`src/rtl/uart_pkg.sv`:
```
// Shared UART definitions: transmitter states, frame size and the baud divider helper.
package uart_pkg;

    typedef enum logic [1:0] {
        IDLE,
        START,
        DATA,
        STOP
    } tx_state_t;

    localparam int UART_FRAME_BITS = 10;

    function automatic int clks_per_bit(input int freq, input int baud);
        return freq / baud;
    endfunction

endpackage

```
`src/rtl/sync_fifo.sv`:
```
// Synchronous FIFO with first-word fall-through dout; count is registered.
// Push while full and pop while empty are ignored.
module sync_fifo #(
    parameter int WIDTH = 8,
    parameter int DEPTH = 4
) (
    input  logic                   clk,
    input  logic                   rst,
    input  logic                   push,
    input  logic [WIDTH-1:0]       din,
    input  logic                   pop,
    output logic [WIDTH-1:0]       dout,
    output logic [$clog2(DEPTH):0] count,
    output logic                   full,
    output logic                   empty
);

    localparam int AW = $clog2(DEPTH);

    logic [WIDTH-1:0]   mem_q [DEPTH];
    logic [AW-1:0]      wr_ptr_q;
    logic [AW-1:0]      rd_ptr_q;
    logic [AW:0]        count_q;
    logic               do_push;
    logic               do_pop;

    assign full    = (count_q == (AW + 1)'(DEPTH));
    assign empty   = (count_q == '0);
    assign do_push = push && !full;
    assign do_pop  = pop && !empty;
    assign dout    = mem_q[rd_ptr_q];
    assign count   = count_q;

    always_ff @(posedge clk) begin
        if (rst) begin
            wr_ptr_q <= '0;
            rd_ptr_q <= '0;
            count_q  <= '0;
        end else begin
            if (do_push) begin
                wr_ptr_q <= wr_ptr_q + AW'(1);
            end
            if (do_pop) begin
                rd_ptr_q <= rd_ptr_q + AW'(1);
            end
            case ({do_push, do_pop})
                2'b10:   count_q <= count_q + (AW + 1)'(1);
                2'b01:   count_q <= count_q - (AW + 1)'(1);
                default: count_q <= count_q;
            endcase
        end
    end

    // Storage needs no reset: only slots behind the pointers are ever read.
    always_ff @(posedge clk) begin
        if (do_push) begin
            mem_q[wr_ptr_q] <= din;
        end
    end

endmodule

```
`src/rtl/arduino_uart_tx.sv`:
```
// UART 8N1 transmitter to the Arduino: start bit 1 cycle after a push into an idle block,
// frames are 10*CLKS_PER_BIT cycles and back-to-back; tx_ready drops when the FIFO is full.
module arduino_uart_tx
    import uart_pkg::*;
#(
    parameter int CLK_FREQ     = 50_000_000,
    parameter int BAUD         = 9600,
    parameter int CLKS_PER_BIT = clks_per_bit(CLK_FREQ, BAUD),
    parameter int FIFO_DEPTH   = 4
) (
    input  logic                        clk,
    input  logic                        rst,
    input  logic [7:0]                  tx_data,
    input  logic                        tx_valid,
    output logic                        tx_ready,
    output logic                        arduino_tx,
    output logic                        busy,
    output logic [$clog2(FIFO_DEPTH):0] fifo_count
);

    localparam int BCW = $clog2(CLKS_PER_BIT);
    localparam logic [BCW-1:0] BAUD_LAST = BCW'(CLKS_PER_BIT - 1);

    if (CLKS_PER_BIT < 2) begin : g_bad_cpb
        $error("arduino_uart_tx: CLKS_PER_BIT must be at least 2");
    end
    if ((FIFO_DEPTH < 2) || ((FIFO_DEPTH & (FIFO_DEPTH - 1)) != 0)) begin : g_bad_depth
        $error("arduino_uart_tx: FIFO_DEPTH must be a power of two >= 2");
    end

    tx_state_t          state_q, state_d;
    logic [BCW-1:0]     cnt_q, cnt_d;
    logic [2:0]         idx_q, idx_d;
    logic [7:0]         sh_q, sh_d;
    logic               tx_q, tx_d;
    logic               busy_q, busy_d;
    logic               fifo_pop;
    logic [7:0]         fifo_dout;
    logic               fifo_full;
    logic               fifo_empty;
    logic               baud_end;

    sync_fifo #(
        .WIDTH (8),
        .DEPTH (FIFO_DEPTH)
    ) u_fifo (
        .clk   (clk),
        .rst   (rst),
        .push  (tx_valid),
        .din   (tx_data),
        .pop   (fifo_pop),
        .dout  (fifo_dout),
        .count (fifo_count),
        .full  (fifo_full),
        .empty (fifo_empty)
    );

    assign tx_ready   = !fifo_full;
    assign arduino_tx = tx_q;
    assign busy       = busy_q;
    assign baud_end   = (cnt_q == BAUD_LAST);

    always_ff @(posedge clk) begin
        if (rst) begin
            state_q <= IDLE;
            cnt_q   <= '0;
            idx_q   <= '0;
            sh_q    <= '0;
            tx_q    <= 1'b1;
            busy_q  <= 1'b0;
        end else begin
            state_q <= state_d;
            cnt_q   <= cnt_d;
            idx_q   <= idx_d;
            sh_q    <= sh_d;
            tx_q    <= tx_d;
            busy_q  <= busy_d;
        end
    end

    always_comb begin
        state_d  = state_q;
        cnt_d    = baud_end ? '0 : cnt_q + BCW'(1);
        idx_d    = idx_q;
        sh_d     = sh_q;
        fifo_pop = 1'b0;

        case (state_q)
            IDLE: begin
                cnt_d = '0;
                idx_d = '0;
                if (!fifo_empty) begin
                    fifo_pop = 1'b1;
                    sh_d     = fifo_dout;
                    state_d  = START;
                end
            end
            START: begin
                if (baud_end) begin
                    state_d = DATA;
                    idx_d   = '0;
                end
            end
            DATA: begin
                if (baud_end) begin
                    if (idx_q == 3'd7) begin
                        state_d = STOP;
                    end else begin
                        idx_d = idx_q + 3'd1;
                    end
                end
            end
            STOP: begin
                // A queued byte starts its start bit right after this stop bit.
                if (baud_end) begin
                    if (!fifo_empty) begin
                        fifo_pop = 1'b1;
                        sh_d     = fifo_dout;
                        state_d  = START;
                    end else begin
                        state_d = IDLE;
                    end
                end
            end
            default: state_d = IDLE;
        endcase

        // Line and busy are registered from the next state so they align with it.
        case (state_d)
            START:   tx_d = 1'b0;
            DATA:    tx_d = sh_d[idx_d];
            default: tx_d = 1'b1;
        endcase
        busy_d = (state_d != IDLE);
    end

endmodule

```
`config.mk`:
```
export PLATFORM = sky130hd
export DESIGN_NAME = arduino_uart_tx
export DESIGN_NICKNAME = d
export VERILOG_FILES = /design/src/rtl/uart_pkg.sv /design/src/rtl/sync_fifo.sv /design/src/rtl/arduino_uart_tx.sv
export SDC_FILE = /design/constraint.sdc
export NUM_CORES = 1
export LEC_CHECK = 0
export ABC_CLOCK_PERIOD_IN_PS = 3130
export CORE_MARGIN = 2
export CORE_UTILIZATION = 30
export CTS_CLUSTER_SIZE = 30
export DETAILED_ROUTE_END_ITERATION = 8
export GPL_TIMING_DRIVEN = 0
export PLACE_DENSITY = 0.45
export SLEW_MARGIN = 0
export SYNTH_ARGS = -nofsm -noshare
export SYNTH_HDL_FRONTEND = slang
export SYNTH_HIERARCHICAL = 1
export SYNTH_SLANG_ARGS = --single-unit
```
`constraint.sdc`:
```
create_clock -name clk -period 3.13 [get_ports clk]
set_input_delay 0.7825 -clock clk [delete_from_list [all_inputs] [get_ports clk]]
set_output_delay 0.7825 -clock clk [all_outputs]
set_load 0.05 [all_outputs]
```
=== Word level (Yosys, flattened, before mapping) ===
Memory sizes are Yosys's and may differ from the RTL's. A register that Yosys moved wholly into a read port is not among the register bits.
Cells that the tools add are included.

* Add/subtract/negate cells: 6
* Order comparisons: 1
* Equality and inequality tests: 10
* Muxes and demuxes: 25
* Reductions and logical operators: 9

{| class="wikitable"
|+ Operators by type and width
! kind !! number
|-
| $mux W8 || 2
|-
| $pmux W8 S2 || 1
|-
| $mux W2 || 7
|-
| $add A13 B1 Y13 const B || 1
|-
| $eq A13 B13 Y1 const B || 1
|-
| $mux W3 || 3
|-
| $pmux W3 S3 || 1
|-
| $eq A2 B2 Y1 const B || 4
|-
| $pmux W2 S4 || 1
|-
| $add A3 B1 Y3 const B || 2
|-
| $eq A2 B1 Y1 const B || 3
|-
| $eq A3 B3 Y1 const B || 2
|-
| $mux W1 || 6
|-
| $pmux W3 S2 || 1
|-
| $add A2 B1 Y2 const B || 2
|-
| $lt A3 B4 Y1 const B || 1
|-
| $pmux W1 S2 || 2
|-
| $reduce_bool A2 Y1 || 2
|-
| $bmux W1 S3 || 1
|-
| $logic_not A3 Y1 || 1
|-
| $reduce_or A3 Y1 || 1
|-
| $sub A3 B1 Y3 const B || 1
|-
| $logic_and A1 B1 Y1 || 2
|-
| $logic_not A1 Y1 || 2
|-
| $logic_not A2 Y1 || 1
|}

* Register bits: 35
* RAM bits: 32
* Input bits: 11
* Output and inout port bits: 6
* Logic and storage cells: 61
* Memories kept: 1

{| class="wikitable"
|+ Memory list
! memory !! depth !! width !! rd ports !! clocked after memory_dff !! wr ports !! RTL line !! source
|-
| u_fifo.mem_q || 4 || 8 || 1 || 1 || 1 || sync_fifo.sv:20 || <nowiki>logic [WIDTH-1:0] mem_q [DEPTH];</nowiki>
|}

=== Depth between registers and ports, before layout ===
* Depth in word-level cells: 7
* Mapped depth: 13
* Gate-level depth less buffers: 13

=== By module ===
The synthesis kept the hierarchy.

{| class="wikitable"
|+ By module, submodules not included
! module !! times used !! cells each !! area each (um^2) !! sequential area each (um^2)
|-
| sync_fifo || 1 || 96 || 1635.3 || 1141.1
|-
| arduino_uart_tx || 1 || 176 || 1477.7 || 560.5
|}

=== Worst setup path after synthesis ===
Ideal clock, no wire load.

* Path type: register -> register
* Start: register cnt_q[8]
* End: register u_fifo.count_q[2], in the netlist u_fifo/count[2]
* Arrival: 3254 ps
* Required time: 3060 ps
* Path slack: -194 ps
* Cell stages (with the launch flop): 13
* Path buffers: 1
* Period minus slack after synthesis: 3324 ps
* Path through: dfxtp_1 > or4b_4 > or3_4 > clkbuf_1 > o21ai_1 > o31ai_2 > inv_1 > ha_1 > inv_1 > fa_1 > xor2_1 > or3_1 > a21oi_1

* Word-level cells in the longest chain between the ends: 6
* Elaborated cells on any way between the ends: 8

{| class="wikitable"
|+ Ends and longest elaborated chain
! element !! RTL line !! source
|-
| start, declared || arduino_uart_tx.sv:32 || <nowiki>logic [BCW-1:0] cnt_q, cnt_d;</nowiki>
|-
| start signal, assigned || arduino_uart_tx.sv:73 || <nowiki>cnt_q <= cnt_d;</nowiki>
|-
| $eq A13 B13 Y1 * || arduino_uart_tx.sv:61 || <nowiki>assign baud_end = (cnt_q == BAUD_LAST);</nowiki>
|-
| $mux W1 * || arduino_uart_tx.sv:115 || <nowiki>if (baud_end) begin</nowiki>
|-
| $pmux W1 S2 * || arduino_uart_tx.sv:88 || <nowiki>case (state_q)</nowiki>
|-
| named net fifo_pop || arduino_uart_tx.sv:37 || <nowiki>logic fifo_pop;</nowiki>
|-
| $logic_and A1 B1 Y1 * || sync_fifo.sv:30 || <nowiki>assign do_pop = pop && !empty;</nowiki>
|-
| named net u_fifo.do_pop || sync_fifo.sv:25 || <nowiki>logic do_pop;</nowiki>
|-
| $eq A2 B1 Y1 / $eq A2 B2 Y1 (equally long branches) || sync_fifo.sv:46 || <nowiki>case ({do_push, do_pop})</nowiki>
|-
| $pmux W3 S2 / $reduce_bool A2 Y1 (equally long branches) || - ||
|-
| end signal, assigned || sync_fifo.sv:47 || <nowiki>2'b10: count_q <= count_q + (AW + 1)'(1);</nowiki>
|-
| end signal, assigned || sync_fifo.sv:48 || <nowiki>2'b01: count_q <= count_q - (AW + 1)'(1);</nowiki>
|-
| end signal, assigned || sync_fifo.sv:49 || <nowiki>default: count_q <= count_q;</nowiki>
|-
| end, declared || sync_fifo.sv:23 || <nowiki>logic [AW:0] count_q;</nowiki>
|}

Mark *: on every way through the listed nets, which the timed path passes. The rest lies on a longest branch.
A chain may end at the register's enable or synchronous reset.

=== Worst setup path in the final report ===
Ends and elaborated chain as after synthesis.

==> summary.md <==
| Metric | Value |
|---|---|
| Compound-Gate Fraction of Synth Area | 0.0868 |
| WL per Instance | 13.2 um |
| Share of layout cells above drive strength 1 | 0.174 |
| Max FO, Critical Path | 6 |
| Reg2reg setup slack | 70 ps |
| GR peak layer | met2 |
| P_int | 1.99 mW |
| Leakage dissipation | 1.29 nW |
| Mapped Cells | about 270 |
| Outcome | finished clean |
| Critical Path AT | 3320 ps |
| RSZ-0062 raised after global routing | yes |
| Met1 Use GR | 0.141 |
| DRC viols | 0 |
| Clock buffer depth | 2 |
| First-pass GRT wire length | approximately 9800 um |
| CTS Root Buffer Type | clkbuf_8 |
| Buf/Inv on CP | 3 |
| Top cells by area, synth | edfxtp_1 31%, dfxtp_1 24%, mux4_2 5.8% |
| Reg area | 1710 um^2 |
| Peak supply drop | 0.265 mV |
| Clock transition at path regs | 80 ps |
| Clock Skew | 12.2 ps |
| Initial antenna violation count | 0 |
| CP Launch Type | flip-flop |
| RePlAce Congestion | roughly 0.78 |
| Vias in the first global route | 2,008 |
| DR iter-0 viols | 42 |
| Clock network power share | 0.292 |
| Synth top area share | 0.309 |
| FP Rows | 37 |
| Logic pwr share | 0.321 |
| Largest net degree at the start of global routing | 13 |
| Fraction of the mapped netlist area in simple logic gates | 0.162 |
| Grt met2 use | 0.188 |
| MaxCap Viol Count | 0 |
| Sequential share of the synthesized area | 0.547 |
| Area of the multi-input gates | 1350 um^2 |
| Post-Syn Area | about 3100 um^2 |
| DP Wirelength | approximately 4000 um |
| Synth Area in Adders | 0.0547 |
| Critical path's top delay family | simple AND/OR/NAND/NOR gates |
| Fin crit share | 0.977 |
| Commonest cells post-synth | 37 x dfxtp_1, 37 x nor2_1, 32 x edfxtp_1, 19 x nand2_1, 17 x inv_1 |
| Hold Crit Class | reg -> reg |
| Die span in y | between 100 and 150 um |
| Mux share of post-synthesis cell area | 0.0776 |
| Cell taking the most area after synthesis | edfxtp_1 |
| Port buffer count | 15 |
| Least-Margin Pin Slew | approximately 530 ps |
| Critical path class | reg -> reg |
| Slowest stage cell, crit path | or4b_4 |
| WL final | 5910 um |
| Fillers | 1,025 |
| Post-synthesis xor/xnor area fraction | 0.0394 |
| Ant. Diodes | 0 |
| Worst Path Required | 3390 ps |
| Sink Count | 69 |
| CTS tree | done |
| Setup TNS Final | 0 ps |
| Slew headroom | 0.647 |
| Horiz. Die Dim | roughly 110 um |
| Met3 Resource Use GR | 0.0297 |
| GR Overflow Total | 0 |
| I/O pin count | 17 |
| Syn avg cell area | approximately 11 um^2 |
| Largest family of logic cells by synthesized area | simple AND/OR/NAND/NOR gates |
| Worst-path cell chain | or4b_4 -> or3_4 -> buf_8 -> o21ai_4 -> o31ai_4 -> inv_1 -> ha_2 -> inv_2 -> fa_2 -> xor2_1 -> or3_1 -> a21oi_1 |
| Fmax achieved | 327 MHz |
| Psw | 0.986 mW |
| Area growth syn-to-layout | 21.8% |
| DR vias | 2,025 |
| Post-route minimum period | 3060 ps |
| Max Slew Vio Count | 0 |
| Design area | 3790 um^2 |
| Placed instance area | around 3400 um^2 |
| Syn nets | ~300 |
| Prevailing post-synth register cell | dfxtp_1 |
| Final Hold Viols | 0 |
| Via density | 4.53 |
| Total GRT Usage | 0.114 |
| Initial Util | 0.306 |
| TritonCTS buffer count | 9 |
| Register share of total power | 0.387 |
| Asr flop ratio synth | 0 |
| Core area | 10,200 um^2 |
| TritonRoute pass-1 iters | 5 |
| H-tree depth | 3 |
| Fin util | 0.372 |
| Number of synthesized flops with an enable pin | 32 |
| Die area | 11,200 um^2 |
| Sw frac | 0.332 |
| Total Power | 2.97 mW |
| Max incr delay on CP | roughly 550 ps |
| Yosys warnings | 6 |
| Final ANT Viol Nets | 0 |
| CP endpoint kind | flip-flop |
| Later-pin clock latency in the skew report | 330 ps |
| Final net count | 330 |
| Pwr dens | 784 nW/um^2 |
| Distinct cells, synth | 47 |
| Endpoints failing setup | 0 |
| CTS Hold Buffers Added | 0 |
| Yosys reg bits | 69 |
power groups by stage:
stage	Sequential (mW)	Combinational, mW	Clock (mW)
CTS	1.15	0.941	0.899
finish	1.15	0.954	0.869
global route	1.17	1.06	0.940
detailed placement	1.17	0.920	0
global placement	1.16	0.916	0
floorplan	1.25	0.595	0
logic make-up after synthesis:
| group | Yosys count |
|---|---|
| AOI/OAI and AO/OA | 39 |
| xor gates and xnor gates | 14 |
| adders and majority gates | 13 |
| buffers and inverters | 27 |
| DFF | 69 |
| muxes | 14 |
| and+or+nand+nor | 96 |
flip-flops by register name, summed over array words and instances, names as in the netlist, named ones only:
signal and flops:
arduino_tx 1, busy 1, cnt_q 13, idx_q 3
sh_q 8, state_q 2, u_fifo/count 3, u_fifo/mem_q 32
u_fifo/rd_ptr_q 2, u_fifo/wr_ptr_q 2
cell usage in the layout (no fill, tap or decap), drive strengths merged, types with 2 or more instances in the layout:
cell type      netlist  final
inv                 17     17
or3                  4      4
or4b                 2      2
clkdlybuf4s50        0     15
and2                 5      5
ha                  12     12
nor3                 7      7
clkbuf               6     14
nor4                 2      2
nand3                4      4
nand4                4      4
edfxtp              32     32
nand2               19     19
a21oi               13     13
o21ai               11     11
a31oi                2      2
bufinv               0      3
xor2                 7      7
nor3b                3      3
buf                  4     14
nor2b                2      2
clkinv               0      2
dfxtp               37     37
and3                 2      2
mux4                 8      8
nor2                37     37
a2111oi              2      2
a22oi                4      4
xnor2                7      7
mux2i                5      5
nand2b               3      3
area by class of cell:
type | instances | area share
Tap cell | 136 | 0.0449
Inverter | 17 | 0.0168
Sequential cell | 69 | 0.450
Clock buffer | 10 | 0.0337
Buffer | 9 | 0.0122
Clock inverter | 6 | 0.0294
Timing Repair Buffer | 24 | 0.0574
Multi-Input combinational cell | 176 | 0.355
path summary, 6_finish.rpt:
kind,startpoint,end,cells past startpoint
worst min-delay path,sh_q[6],sh_q[6],2
worst max register to register,cnt_q[8],u_fifo/count[2],12
worst max-delay path,cnt_q[8],u_fifo/count[2],12
worst min register to register,sh_q[6],sh_q[6],2
stage by stage:
step	worst slack (ps)	std cells	hold WS (ps)
6_report	73.4	447	464
5_1_grt	-40.6	447	495
4_1_cts	1.63	441	463
3_5_place_dp	-302	423	450
3_3_place_gp	-269	423	447
2_1_floorplan	1.70	272	430
repair_timing:
action	CTS	global route
buffers inserted	3	6
pin swaps	2	5
setup endpoints to repair	3	2
resized for setup	5	10
worst min-delay path: stages, from the launching register on:
cell and delay (ps):
dfxtp_1 320, nand2_1 50, a21oi_1 50
per-layer routing:
layer	share of wire	wire, um
met1	0.47	2790
met2	0.49	2890
met3	0.026	151
met4	0.013	78
met5	0	0
No activity file was read; power rests on OpenSTA's default activity.
